`src/rtl/pipe_pkg.sv`:
```
// ============================================================================
// Module      : pipe_pkg
// Description : Shared types and default widths for the pipeline sequencer:
//               FSM state encoding, register-address width, stall-counter width.
// Revision    : 1.0 - initial release
// ============================================================================
`default_nettype none

package pipe_pkg;

  // Default register-address width (32 architectural registers)
  localparam int REG_AW = 5;

  // Default stalled-cycle counter width
  localparam int CNT_W  = 16;

  // Sequencer FSM: normal flow, or frozen waiting on data memory
  typedef enum logic [0:0] {
    ST_RUN      = 1'b0,
    ST_MEM_WAIT = 1'b1
  } state_e;

endpackage : pipe_pkg

`default_nettype wire

```
`src/rtl/pipe_sequencer_if.sv`:
```
// ============================================================================
// Module      : pipe_sequencer_if
// Description : Bundle of pipeline status inputs and control outputs of the
//               sequencer. master = pipeline datapath side, slave = sequencer.
// Revision    : 1.0 - initial release
// ============================================================================
`default_nettype none

interface pipe_sequencer_if #(
  parameter int REG_AW = pipe_pkg::REG_AW,
  parameter int CNT_W  = pipe_pkg::CNT_W
);

  // Pipeline status towards the sequencer
  logic              id_valid_i;
  logic [REG_AW-1:0] id_rs1_i;
  logic [REG_AW-1:0] id_rs2_i;
  logic              ex_memread_i;
  logic [REG_AW-1:0] ex_rd_i;
  logic              branch_taken_i;
  logic              mem_access_i;
  logic              dmem_ack_i;
  logic              cnt_clr_i;

  // Sequencer controls towards the pipeline
  logic              dmem_req_o;
  logic              pc_en_o;
  logic              ifid_en_o;
  logic              idex_en_o;
  logic              exmem_en_o;
  logic              memwb_en_o;
  logic              ifid_flush_o;
  logic              idex_flush_o;
  logic              memwb_flush_o;
  logic [CNT_W-1:0]  stall_cnt_o;
  logic              err_o;

  modport master (
    output id_valid_i, id_rs1_i, id_rs2_i, ex_memread_i, ex_rd_i,
           branch_taken_i, mem_access_i, dmem_ack_i, cnt_clr_i,
    input  dmem_req_o, pc_en_o, ifid_en_o, idex_en_o, exmem_en_o, memwb_en_o,
           ifid_flush_o, idex_flush_o, memwb_flush_o, stall_cnt_o, err_o
  );

  modport slave (
    input  id_valid_i, id_rs1_i, id_rs2_i, ex_memread_i, ex_rd_i,
           branch_taken_i, mem_access_i, dmem_ack_i, cnt_clr_i,
    output dmem_req_o, pc_en_o, ifid_en_o, idex_en_o, exmem_en_o, memwb_en_o,
           ifid_flush_o, idex_flush_o, memwb_flush_o, stall_cnt_o, err_o
  );

endinterface : pipe_sequencer_if

`default_nettype wire

```
`src/rtl/hazard_detect.sv`:
```
// ============================================================================
// Module      : hazard_detect
// Description : Purely combinational load-use hazard detector. Flags when the
//               EX-stage load writes a non-zero register read by the ID stage.
// Revision    : 1.0 - initial release
// ============================================================================
`default_nettype none

module hazard_detect #(
  parameter int REG_AW = pipe_pkg::REG_AW
) (
  input  wire logic              i_id_valid,
  input  wire logic [REG_AW-1:0] i_id_rs1,
  input  wire logic [REG_AW-1:0] i_id_rs2,
  input  wire logic              i_ex_memread,
  input  wire logic [REG_AW-1:0] i_ex_rd,
  output logic                   o_load_use
);

  // Register 0 is hard-wired, so a load targeting it never creates a hazard
  assign o_load_use = i_id_valid & i_ex_memread & (i_ex_rd != '0) &
                      ((i_ex_rd == i_id_rs1) | (i_ex_rd == i_id_rs2));

endmodule : hazard_detect

`default_nettype wire

```
`src/rtl/pipe_sequencer.sv`:
```
// ============================================================================
// Module      : pipe_sequencer
// Description : Pipeline stall/flush sequencer. Freezes the pipeline while data
//               memory is busy, inserts bubbles for load-use hazards and taken
//               branches, and counts stalled cycles.
//               Optional macro PIPE_SEQ_TIMEOUT_EN adds a memory-wait watchdog
//               (MEM_TIMEOUT cycles) with a sticky error flag.
// Revision    : 1.0 - initial release
// ============================================================================
`default_nettype none

module pipe_sequencer #(
  parameter int REG_AW      = pipe_pkg::REG_AW,
  parameter int MEM_TIMEOUT = 255,
  parameter int CNT_W       = pipe_pkg::CNT_W
) (
  input  wire logic       clk_i,
  input  wire logic       rst_n_i,
  pipe_sequencer_if.slave bus
);

  import pipe_pkg::*;

  state_e           r_state;
  state_e           w_state_nxt;
  logic             w_load_use;
  logic             w_timeout;
  logic [CNT_W-1:0] r_stall_cnt;

  logic w_dmem_req;
  logic w_pc_en, w_ifid_en, w_idex_en, w_exmem_en, w_memwb_en;
  logic w_ifid_flush, w_idex_flush, w_memwb_flush;

  hazard_detect #(
    .REG_AW (REG_AW)
  ) u_hazard (
    .i_id_valid   (bus.id_valid_i),
    .i_id_rs1     (bus.id_rs1_i),
    .i_id_rs2     (bus.id_rs2_i),
    .i_ex_memread (bus.ex_memread_i),
    .i_ex_rd      (bus.ex_rd_i),
    .o_load_use   (w_load_use)
  );

`ifdef PIPE_SEQ_TIMEOUT_EN
  localparam int WD_W = (MEM_TIMEOUT < 1) ? 1 : $clog2(MEM_TIMEOUT + 1);

  logic [WD_W-1:0] r_wd_cnt;
  logic            r_err;

  // Fires on the wait cycle after MEM_TIMEOUT ack-less MEM_WAIT cycles
  assign w_timeout = (r_state == ST_MEM_WAIT) && !bus.dmem_ack_i &&
                     (r_wd_cnt == WD_W'(MEM_TIMEOUT));

  // Watchdog: counts ack-less MEM_WAIT cycles, restarts on any exit
  always_ff @(posedge clk_i or negedge rst_n_i) begin
    if (!rst_n_i) begin
      r_wd_cnt <= '0;
    end else if ((r_state == ST_MEM_WAIT) && !bus.dmem_ack_i && !w_timeout) begin
      r_wd_cnt <= r_wd_cnt + 1'b1;
    end else begin
      r_wd_cnt <= '0;
    end
  end

  // Sticky timeout flag, only cleared by reset
  always_ff @(posedge clk_i or negedge rst_n_i) begin
    if (!rst_n_i) begin
      r_err <= 1'b0;
    end else if (w_timeout) begin
      r_err <= 1'b1;
    end
  end

  assign bus.err_o = r_err;
`else
  logic w_unused_cfg;

  // Without the watchdog the wait is unbounded and the error flag is tied off
  assign w_timeout    = 1'b0;
  assign bus.err_o    = 1'b0;
  assign w_unused_cfg = (MEM_TIMEOUT != 0);
`endif

  // State register
  always_ff @(posedge clk_i or negedge rst_n_i) begin
    if (!rst_n_i) begin
      r_state <= ST_RUN;
    end else begin
      r_state <= w_state_nxt;
    end
  end

  // Next-state: enter wait on an un-acked access, leave on ack or watchdog
  always_comb begin
    w_state_nxt = r_state;
    case (r_state)
      ST_RUN: begin
        if (bus.mem_access_i && !bus.dmem_ack_i) begin
          w_state_nxt = ST_MEM_WAIT;
        end
      end
      ST_MEM_WAIT: begin
        if (bus.dmem_ack_i || w_timeout) begin
          w_state_nxt = ST_RUN;
        end
      end
      default: w_state_nxt = ST_RUN;
    endcase
  end

  // Outputs: memory stall > branch flush > load-use bubble
  always_comb begin
    w_dmem_req    = 1'b0;
    w_pc_en       = 1'b1;
    w_ifid_en     = 1'b1;
    w_idex_en     = 1'b1;
    w_exmem_en    = 1'b1;
    w_memwb_en    = 1'b1;
    w_ifid_flush  = 1'b0;
    w_idex_flush  = 1'b0;
    w_memwb_flush = 1'b0;
    case (r_state)
      ST_RUN: begin
        w_dmem_req = bus.mem_access_i;
        if (bus.mem_access_i && !bus.dmem_ack_i) begin
          w_pc_en    = 1'b0;
          w_ifid_en  = 1'b0;
          w_idex_en  = 1'b0;
          w_exmem_en = 1'b0;
          w_memwb_en = 1'b0;
        end else if (bus.branch_taken_i) begin
          w_ifid_flush = 1'b1;
          w_idex_flush = 1'b1;
        end else if (w_load_use) begin
          w_pc_en      = 1'b0;
          w_ifid_en    = 1'b0;
          w_idex_flush = 1'b1;
        end
      end
      ST_MEM_WAIT: begin
        if (bus.dmem_ack_i) begin
          // Release cycle: the frozen EX stage re-presents its branch outcome
          w_dmem_req = 1'b1;
          if (bus.branch_taken_i) begin
            w_ifid_flush = 1'b1;
            w_idex_flush = 1'b1;
          end
        end else if (w_timeout) begin
          // Abandon the access: advance and bubble the result that never came
          w_memwb_flush = 1'b1;
        end else begin
          w_dmem_req = 1'b1;
          w_pc_en    = 1'b0;
          w_ifid_en  = 1'b0;
          w_idex_en  = 1'b0;
          w_exmem_en = 1'b0;
          w_memwb_en = 1'b0;
        end
      end
      default: begin
        w_dmem_req = 1'b0;
      end
    endcase
  end

  // Stalled-cycle counter: counts frozen-PC cycles, saturates, clear wins
  always_ff @(posedge clk_i or negedge rst_n_i) begin
    if (!rst_n_i) begin
      r_stall_cnt <= '0;
    end else if (bus.cnt_clr_i) begin
      r_stall_cnt <= '0;
    end else if (!w_pc_en && (r_stall_cnt != '1)) begin
      r_stall_cnt <= r_stall_cnt + 1'b1;
    end
  end

  assign bus.dmem_req_o    = w_dmem_req;
  assign bus.pc_en_o       = w_pc_en;
  assign bus.ifid_en_o     = w_ifid_en;
  assign bus.idex_en_o     = w_idex_en;
  assign bus.exmem_en_o    = w_exmem_en;
  assign bus.memwb_en_o    = w_memwb_en;
  assign bus.ifid_flush_o  = w_ifid_flush;
  assign bus.idex_flush_o  = w_idex_flush;
  assign bus.memwb_flush_o = w_memwb_flush;
  assign bus.stall_cnt_o   = r_stall_cnt;

endmodule : pipe_sequencer

`default_nettype wire

```
`src/flat_wrapper.sv`:
```
// flat-port wrapper written by rule: the top's interface ports become plain ports
module pipe_sequencer_flat import pipe_pkg::*;
#(
  parameter int REG_AW      = pipe_pkg::REG_AW,
  parameter int MEM_TIMEOUT = 255,
  parameter int CNT_W       = pipe_pkg::CNT_W
)
  (clk_i, rst_n_i, bus_id_valid_i, bus_id_rs1_i, bus_id_rs2_i, bus_ex_memread_i, bus_ex_rd_i, bus_branch_taken_i, bus_mem_access_i, bus_dmem_ack_i, bus_cnt_clr_i, bus_dmem_req_o, bus_pc_en_o, bus_ifid_en_o, bus_idex_en_o, bus_exmem_en_o, bus_memwb_en_o, bus_ifid_flush_o, bus_idex_flush_o, bus_memwb_flush_o, bus_stall_cnt_o, bus_err_o);
  pipe_sequencer_if #(.REG_AW(REG_AW), .CNT_W(CNT_W)) bus_i ();
  input  wire logic clk_i;
  input  wire logic rst_n_i;
  input wire logic [$bits(bus_i.id_valid_i)-1:0] bus_id_valid_i;
  input wire logic [$bits(bus_i.id_rs1_i)-1:0] bus_id_rs1_i;
  input wire logic [$bits(bus_i.id_rs2_i)-1:0] bus_id_rs2_i;
  input wire logic [$bits(bus_i.ex_memread_i)-1:0] bus_ex_memread_i;
  input wire logic [$bits(bus_i.ex_rd_i)-1:0] bus_ex_rd_i;
  input wire logic [$bits(bus_i.branch_taken_i)-1:0] bus_branch_taken_i;
  input wire logic [$bits(bus_i.mem_access_i)-1:0] bus_mem_access_i;
  input wire logic [$bits(bus_i.dmem_ack_i)-1:0] bus_dmem_ack_i;
  input wire logic [$bits(bus_i.cnt_clr_i)-1:0] bus_cnt_clr_i;
  output wire logic [$bits(bus_i.dmem_req_o)-1:0] bus_dmem_req_o;
  output wire logic [$bits(bus_i.pc_en_o)-1:0] bus_pc_en_o;
  output wire logic [$bits(bus_i.ifid_en_o)-1:0] bus_ifid_en_o;
  output wire logic [$bits(bus_i.idex_en_o)-1:0] bus_idex_en_o;
  output wire logic [$bits(bus_i.exmem_en_o)-1:0] bus_exmem_en_o;
  output wire logic [$bits(bus_i.memwb_en_o)-1:0] bus_memwb_en_o;
  output wire logic [$bits(bus_i.ifid_flush_o)-1:0] bus_ifid_flush_o;
  output wire logic [$bits(bus_i.idex_flush_o)-1:0] bus_idex_flush_o;
  output wire logic [$bits(bus_i.memwb_flush_o)-1:0] bus_memwb_flush_o;
  output wire logic [$bits(bus_i.stall_cnt_o)-1:0] bus_stall_cnt_o;
  output wire logic [$bits(bus_i.err_o)-1:0] bus_err_o;
  assign bus_i.id_valid_i = bus_id_valid_i;
  assign bus_i.id_rs1_i = bus_id_rs1_i;
  assign bus_i.id_rs2_i = bus_id_rs2_i;
  assign bus_i.ex_memread_i = bus_ex_memread_i;
  assign bus_i.ex_rd_i = bus_ex_rd_i;
  assign bus_i.branch_taken_i = bus_branch_taken_i;
  assign bus_i.mem_access_i = bus_mem_access_i;
  assign bus_i.dmem_ack_i = bus_dmem_ack_i;
  assign bus_i.cnt_clr_i = bus_cnt_clr_i;
  assign bus_dmem_req_o = bus_i.dmem_req_o;
  assign bus_pc_en_o = bus_i.pc_en_o;
  assign bus_ifid_en_o = bus_i.ifid_en_o;
  assign bus_idex_en_o = bus_i.idex_en_o;
  assign bus_exmem_en_o = bus_i.exmem_en_o;
  assign bus_memwb_en_o = bus_i.memwb_en_o;
  assign bus_ifid_flush_o = bus_i.ifid_flush_o;
  assign bus_idex_flush_o = bus_i.idex_flush_o;
  assign bus_memwb_flush_o = bus_i.memwb_flush_o;
  assign bus_stall_cnt_o = bus_i.stall_cnt_o;
  assign bus_err_o = bus_i.err_o;
  pipe_sequencer #(.REG_AW(REG_AW), .MEM_TIMEOUT(MEM_TIMEOUT), .CNT_W(CNT_W)) u_core (.clk_i(clk_i), .rst_n_i(rst_n_i), .bus(bus_i));
endmodule
```
`config.mk`:
```
export PLATFORM = sky130hd
export DESIGN_NAME = pipe_sequencer_flat
export DESIGN_NICKNAME = d
export VERILOG_FILES = /design/src/rtl/pipe_pkg.sv /design/src/rtl/pipe_sequencer_if.sv /design/src/rtl/hazard_detect.sv /design/src/rtl/pipe_sequencer.sv /design/src/flat_wrapper.sv
export SDC_FILE = /design/constraint.sdc
export NUM_CORES = 1
export LEC_CHECK = 0
export BUFFER_PORTS_ARGS = -buffer_cell sky130_fd_sc_hd__buf_2
export CORE_MARGIN = 2
export CORE_UTILIZATION = 49
export DETAILED_ROUTE_END_ITERATION = 7
export PLACE_DENSITY_LB_ADDON = 0.08
export REMOVE_ABC_BUFFERS = 1
export SYNTH_ARGS = -nofsm -noshare
export SYNTH_HDL_FRONTEND = slang
export SYNTH_SLANG_ARGS = --single-unit
export TNS_END_PERCENT = 10
```
`constraint.sdc`:
```
create_clock -name clk_i -period 3.8 [get_ports clk_i]
set_clock_uncertainty 0.2 [all_clocks]
set_input_delay 0.19 -clock clk_i [delete_from_list [all_inputs] [get_ports clk_i]]
set_output_delay 0.19 -clock clk_i [all_outputs]
set_load 0.02 [all_outputs]
```
==> results of run 1 <==
==> through the flow <==
| stage | hold slack, ns | util |
|---|---|---|
| finish | 0.0252 | 0.626 |
| global route | 0.0370 | 0.626 |
| CTS | 0.0194 | 0.626 |
| detailed placement | -0.0656 | 0.610 |
| global placement | -0.0726 | 0.610 |
| floorplan | -0.306 | - |
==> cells by family after synthesis <==
| group | after synthesis |
|---|---|
| muxes | 2 |
| AOI/OAI and AO/OA | 31 |
| other | 1 |
| adders and majority gates | 1 |
| buffers and inverters | 16 |
| xor gates and xnor gates | 11 |
| DFF | 17 |
| and+or+nand+nor | 54 |
==> synth_stat cells <==
| cell | count | area [um^2] |
|---|---|---|
| buf_4 | 5 | 37.5 |
| a31oi_1 | 2 | 12.5 |
| and3_1 | 1 | 6.26 |
| ha_1 | 1 | 12.5 |
| buf_1 | 1 | 3.75 |
| a21oi_1 | 9 | 45.0 |
| and2b_1 | 1 | 7.51 |
| conb_1 | 1 | 3.75 |
| nand2_1 | 8 | 30.0 |
| xnor2_1 | 10 | 87.6 |
| nor2b_1 | 1 | 6.26 |
| o21ai_1 | 10 | 50.1 |
| nor2_1 | 8 | 30.0 |
| xor2_1 | 1 | 8.76 |
| or2_2 | 2 | 12.5 |
| nand4_1 | 4 | 25.0 |
| dfrtp_1 | 17 | 425 |
| nor4_2 | 1 | 12.5 |
| clkbuf_1 | 1 | 3.75 |
| nor2_2 | 1 | 6.26 |
| or4_1 | 4 | 30.0 |
| buf_2 | 1 | 5.00 |
| inv_1 | 5 | 18.8 |
| o31ai_1 | 3 | 22.5 |
| nand3_1 | 8 | 40.0 |
| and2_1 | 1 | 6.26 |
| buf_12 | 1 | 20.0 |
| or2_1 | 1 | 6.26 |
| mux2_4 | 1 | 15.0 |
| or3_1 | 11 | 68.8 |
| buf_6 | 2 | 22.5 |
| a21oi_2 | 6 | 52.6 |
| mux2i_1 | 1 | 10.0 |
| nor3_1 | 1 | 5.00 |
| o22ai_2 | 1 | 12.5 |
| nor4b_2 | 1 | 15.0 |
==> final cells by class <==
cell class / count / area, um^2
fillers: 201 / 835
multi-input cells: 101 / 644
flip-flops and latches: 17 / 425
repair buffers: 48 / 248
well taps: 28 / 35.0
clock buffers: 3 / 22.5
inverters: 5 / 18.8
clock inverters: 1 / 5.00
==> what timing repair did <==
action,CTS,global route
setup endpoints to repair,0,0
endpoints found under the hold margin,17,0
hold buffers,1,0
==> where the power goes <==
group	internal, mW	switching, mW	total (mW)
combinational	0.0302	0.0454	0.0756
sequential	0.184	0.00280	0.186
clock	0.0392	0.0588	0.0980
==> registers in the layout (all words and copies together) (netlist names) <==
name,cells
u_core.r_state,1
u_core.bus.stall_cnt_o,16
==> how the worst max path moves through the flow <==
stage | endpoint | slack [ns]
finish | u_core.bus.stall_cnt_o[1]$_DFFE_PN0P_ | 1.22
global placement | u_core.bus.stall_cnt_o[1]$_DFFE_PN0P_ | 1.34
detailed placement | u_core.bus.stall_cnt_o[1]$_DFFE_PN0P_ | 1.25
floorplan | u_core.bus.stall_cnt_o[13]$_DFFE_PN0P_ | 1.03
global route | u_core.bus.stall_cnt_o[1]$_DFFE_PN0P_ | 1.01
CTS | u_core.bus.stall_cnt_o[1]$_DFFE_PN0P_ | 1.23
==> routing by layer <==
layer,vias up,track usage,part of all wire
li1,552,-,-
met1,527,0.257,0.44
met2,22,0.340,0.51
met3,4,0.0593,0.038
met4,0,0.0641,0.011
met5,-,0,0
==> placed cells by master, fill, tap and decap left out, types with 2 or more instances in the layout <==
cell type and instances:
buf_2 46, dfrtp_1 17, or3_1 11, xnor2_1 10, o21ai_1 10, a21oi_1 9, nand3_1 8, nand2_1 8
nor2_1 8, a21oi_2 6, inv_1 5, or4_1 4, nand4_1 4, o31ai_1 3, clkbuf_4 3, a31oi_1 2
or2_2 2, conb_1 2
==> reports/metrics.yaml, run 1 <==
status: "finished clean"
worstSetupStartpoint: "u_core.bus.stall_cnt_o[0]$_DFFE_PN0P_"
synth_area_per_cell_um2: 8.85
dp_worst_setup_slack_ns: 1.25
wirelength_mm: 2.56
viasPerCell: 5.44
clock_latency_ns: 0.30
dieArea_mm2: 0.00281
wire_per_inst_um: 12.6
die_w_um: 53.0
synthXorXnorAreaFrac: 0.0818
antenna_left: 0
r2r_cells: 8
cts_setup_buffers: 0
yosys_warnings: 0
worst_ep_arrival_time_ns: 2.56
synthMuxAreaShare: 0.0213
rows: 17
cts_root_buf: "clkbuf_4"
synth_compound_area_frac: 0.166
finalCritPeriodShare: 0.679
hold-path-cell-count: 2
numCtsBuffers: 3
syn_to_final_growth_pct: 18.8
synth_top_family_by_area: "simple AND/OR/NAND/NOR gates"
ys_types: 36
clk_pin_slew_worst_paths_ns: 0.10
cp_num_cells: 8
syn_area_mm2: 0.00118
yosys.area_share.simple: 0.261
reg2reg_to: "u_core.bus.stall_cnt_o[1]$_DFFE_PN0P_"
holdPathEnd: "u_core.r_state$_DFF_PN0_"
p_total_mw: 0.360
r2r_setup_slack_ns: 1.22
synthAdderAreaFrac: 0.0106
drt_iter0_drc: 18
io_pins: 49
crit_path_cell_trace: "ha_1 > nand4_1 > nor4_2 > nor4b_2 > a21oi_2 > buf_4 > mux2i_1 > nor2_1"
grt_overflow: 0
netlist_instances: 133
drive_gt1_frac: 0.366
rsz0062_at_grt: "no"
final_cell_area_mm2: 0.00140
worst_slack_ns: 1.22
power_density_mw_per_mm2: 257
cap_violations: 0
cp_slowest_cell: "a21oi_2"
slew_viol_final: 0
finalSetupTns_ns: 0
num_vias: 1105
first_global_vias: 981
r2r-start: "u_core.bus.stall_cnt_o[0]$_DFFE_PN0P_"
min_period_ns: 2.58
clockBufferDepth: 2
hold_viol: 0
critPathCaptureType: "flip-flop"
worst_setup_path_start_kind: "flip-flop"
ir_drop_mv: 0.226
cpPeakStageDelay_ns: 0.46
path_buf_inv: 1
hp-class: "primary input to flip-flop"
grt_usage: 0.206
gp_congestion: 0.782
place.port_buffers: 46
cp_max_fo: 15
critical-path-top-delay-family: "simple AND/OR/NAND/NOR gates"
grt_max_degree: 18
die_h_um: 53.0
critical_path_class: "flip-flop to flip-flop"
final_cells: 203
start_util: 0.527
place_hpwl_mm: 2.03
cts_tree: "done"
dp.cells: 198
leakagePower_nw: 0.616
clock.fmax_mhz: 388
insertedDiodeCount: 0
relSlewSlack: 0.629
ctsResizeCount: 0
synth-seq-cells: 17
dpl_cell_area_mm2: 0.00136
htree_levels: 1
setup_viol: 0
grt_first_pass_wirelength_mm: 4.22
layout.nets: 200
cts.sinks: 17
drc: 0
seq_area_frac_synth: 0.361
grt_antenna_before_repair: 0
worst_pin_slew_ns: 0.557
first_pass_iters: 4
min_from: "bus_dmem_ack_i"
core_area_mm2: 0.00223
crit_required_ns: 3.78
(Power assumes the default switching activity.)
==> run 2: changes to the inputs <==
--- a/config.mk
+++ b/config.mk
@@ -7,7 +7,7 @@
 export LEC_CHECK = 0
 export BUFFER_PORTS_ARGS = -buffer_cell sky130_fd_sc_hd__buf_2
 export CORE_MARGIN = 2
-export CORE_UTILIZATION = 49
+export CORE_UTILIZATION = 43
 export DETAILED_ROUTE_END_ITERATION = 7
 export PLACE_DENSITY_LB_ADDON = 0.08
 export REMOVE_ABC_BUFFERS = 1
==> constraint.sdc (replaced) <==
create_clock -name clk_i -period 2.3 [get_ports clk_i]
set_clock_uncertainty 0.2 [all_clocks]
set_input_delay 0.115 -clock clk_i [delete_from_list [all_inputs] [get_ports clk_i]]
set_output_delay 0.115 -clock clk_i [all_outputs]
set_load 0.02 [all_outputs]
==> run 2 against run 1 <==
Worst setup slack worse by 1.1 ns. Die area up 13%. Non-clock buffer count up 11. Global-route usage down 3.0 points.
==> reports/metrics.yaml, run 2 (same netlist as run 1, synthesis figures left out) <==
status: "finished clean"
layout_commonest_cell: "buf_2"
ir_drop_mv: 0.337
core_area_mm2: 0.00254
cts_root_buf: "clkbuf_4"
critical_path_class: "flip-flop to flip-flop"
grt_use_met3: 0.0323
clock.fmax_mhz: 453
htree_levels: 1
crit_required_ns: 2.32
drive_gt1_frac: 0.414
clock_latency_ns: 0.28
grt_usage: 0.175
grt.met2_usage: 0.289
finalCritPeriodShare: 0.961
cp_slowest_cell: "dfrtp_1"
min_period_ns: 2.21
cpPeakStageDelay_ns: 0.40
grt_first_pass_wirelength_mm: 4.53
num_vias: 1162
insertedDiodeCount: 0
grt_antenna_before_repair: 0
slew_viol_final: 0
crit_path_cell_trace: "ha_2 > nand4_1 > nor4_2 > nor4b_2 > a21oi_2 > buf_6 > buf_4 > or3_1 > a21oi_2"
wire_per_inst_um: 12.6
first_pass_iters: 4
place.port_buffers: 46
cts_tree: "done"
place_hpwl_mm: 2.00
grt_overflow: 0
setup_viol: 0
power_density_mw_per_mm2: 405
cp_max_fo: 7
nFillCells: 254
critical-path-top-delay-family: "simple AND/OR/NAND/NOR gates"
cap_violations: 0
die_w_um: 56.3
largest_reg_flops: 16
wirelength_mm: 2.73
drc: 0
worst_ep_arrival_time_ns: 2.23
clockBufferDepth: 2
rows: 18
antenna_left: 0
die_h_um: 56.3
leakagePower_nw: 0.666
final_cell_area_mm2: 0.00150
worst_setup_path_start_kind: "flip-flop"
numCtsBuffers: 3
io_pins: 49
grt_busiest_layer: "met2"
first_global_vias: 1030
viasPerCell: 5.38
rsz0062_at_grt: "yes"
gp_congestion: 0.750
final_cell_mix: "buf_2, dfrtp_1, or3_1, xnor2_1, o21ai_1"
hp-class: "primary input to flip-flop"
hold_viol: 0
syn_to_final_growth_pct: 27.4
grt_max_degree: 18
path_buf_inv: 2
critPathCaptureType: "flip-flop"
drt_iter0_drc: 55
critPathMostFrequentCell: "a21oi_2"
p_total_mw: 0.608
cts.sinks: 17
start_util: 0.463
layout.nets: 211
dpl_cell_area_mm2: 0.00142
met1_usage: 0.230
clk_pin_slew_worst_paths_ns: 0.10
dieArea_mm2: 0.00317
## run 2: worst reg2reg max path, delay by kind of cell, from the launching register on
kind	cells	cell delay [ns]
flip-flops	1	0.40
adder cells (fa/ha/maj)	1	0.20
buffers and inverters	2	0.28
AND/OR/NAND/NOR	4	0.80
AO/OA/AOI/OAI	2	0.27
## run 2: metrics by stage
stage	worst slack [ns]	TNS, ns	std cells	utilization	hold slack [ns]
2_1_floorplan	-0.472	-4.57	123	-	-0.381
3_3_place_gp	0.0971	0	207	0.557	-0.138
3_5_place_dp	-0.0120	-0.0120	207	0.557	-0.137
4_1_cts	0.0126	0	213	0.578	0.0160
5_1_grt	-0.0503	-0.180	216	0.589	0.0374
6_report	0.0908	0	216	0.589	0.0215
## run 2: path summary, 6_finish.rpt
kind	startpoint	endpoint	cells past startpoint	slack, ns
max	u_core.bus.stall_cnt_o[0]$_DFFE_PN0P_	u_core.bus.stall_cnt_o[7]$_DFFE_PN0P_	9	0.09
max reg2reg	u_core.bus.stall_cnt_o[0]$_DFFE_PN0P_	u_core.bus.stall_cnt_o[7]$_DFFE_PN0P_	9	0.09
min reg2reg	u_core.bus.stall_cnt_o[15]$_DFFE_PN0P_	u_core.bus.stall_cnt_o[15]$_DFFE_PN0P_	2	0.40
min	bus_mem_access_i	u_core.r_state$_DFF_PN0_	3	0.02
max in group asynchronous	rst_n_i	u_core.bus.stall_cnt_o[1]$_DFFE_PN0P_	2	1.55
min in group asynchronous	rst_n_i	u_core.bus.stall_cnt_o[3]$_DFFE_PN0P_	2	0.07
## run 2: power by group
part	leakage, nW	switching, mW	internal, mW
logic	0.416	0.0820	0.0614
registers	0.235	0.00274	0.303
clock network	0.0150	0.0911	0.0673
total	0.666	0.176	0.432
## run 2: area by class of cell
| class | instances | area [um^2] | share of cell area |
|---|---|---|---|
| repair buffers | 59 | 334 | 0.223 |
| clock buffers | 4 | 26.3 | 0.0175 |
| well taps | 30 | 37.5 | 0.0250 |
| flip-flops and latches | 17 | 425 | 0.284 |
| multi-input cells | 101 | 658 | 0.439 |
| inverters | 5 | 18.8 | 0.0125 |
## run 2: repair_timing
| action | in CTS | in global routing |
|---|---|---|
| gates resized for setup | 2 | 3 |
| setup endpoints to repair | 1 | 10 |
| hold buffers | 2 | 0 |
| buffers inserted | 0 | 2 |
| pin swaps | 4 | 4 |
| endpoints found under the hold margin | 18 | 0 |
| gates cloned | 0 | 1 |
## run 2: per-layer routing
| layer | wire, um | up-vias |
|---|---|---|
| met4 | 12 | 0 |
| met1 | 1210 | 537 |
| met2 | 1310 | 49 |
| li1 | - | 574 |
| met3 | 196 | 2 |
| met5 | 0 | - |
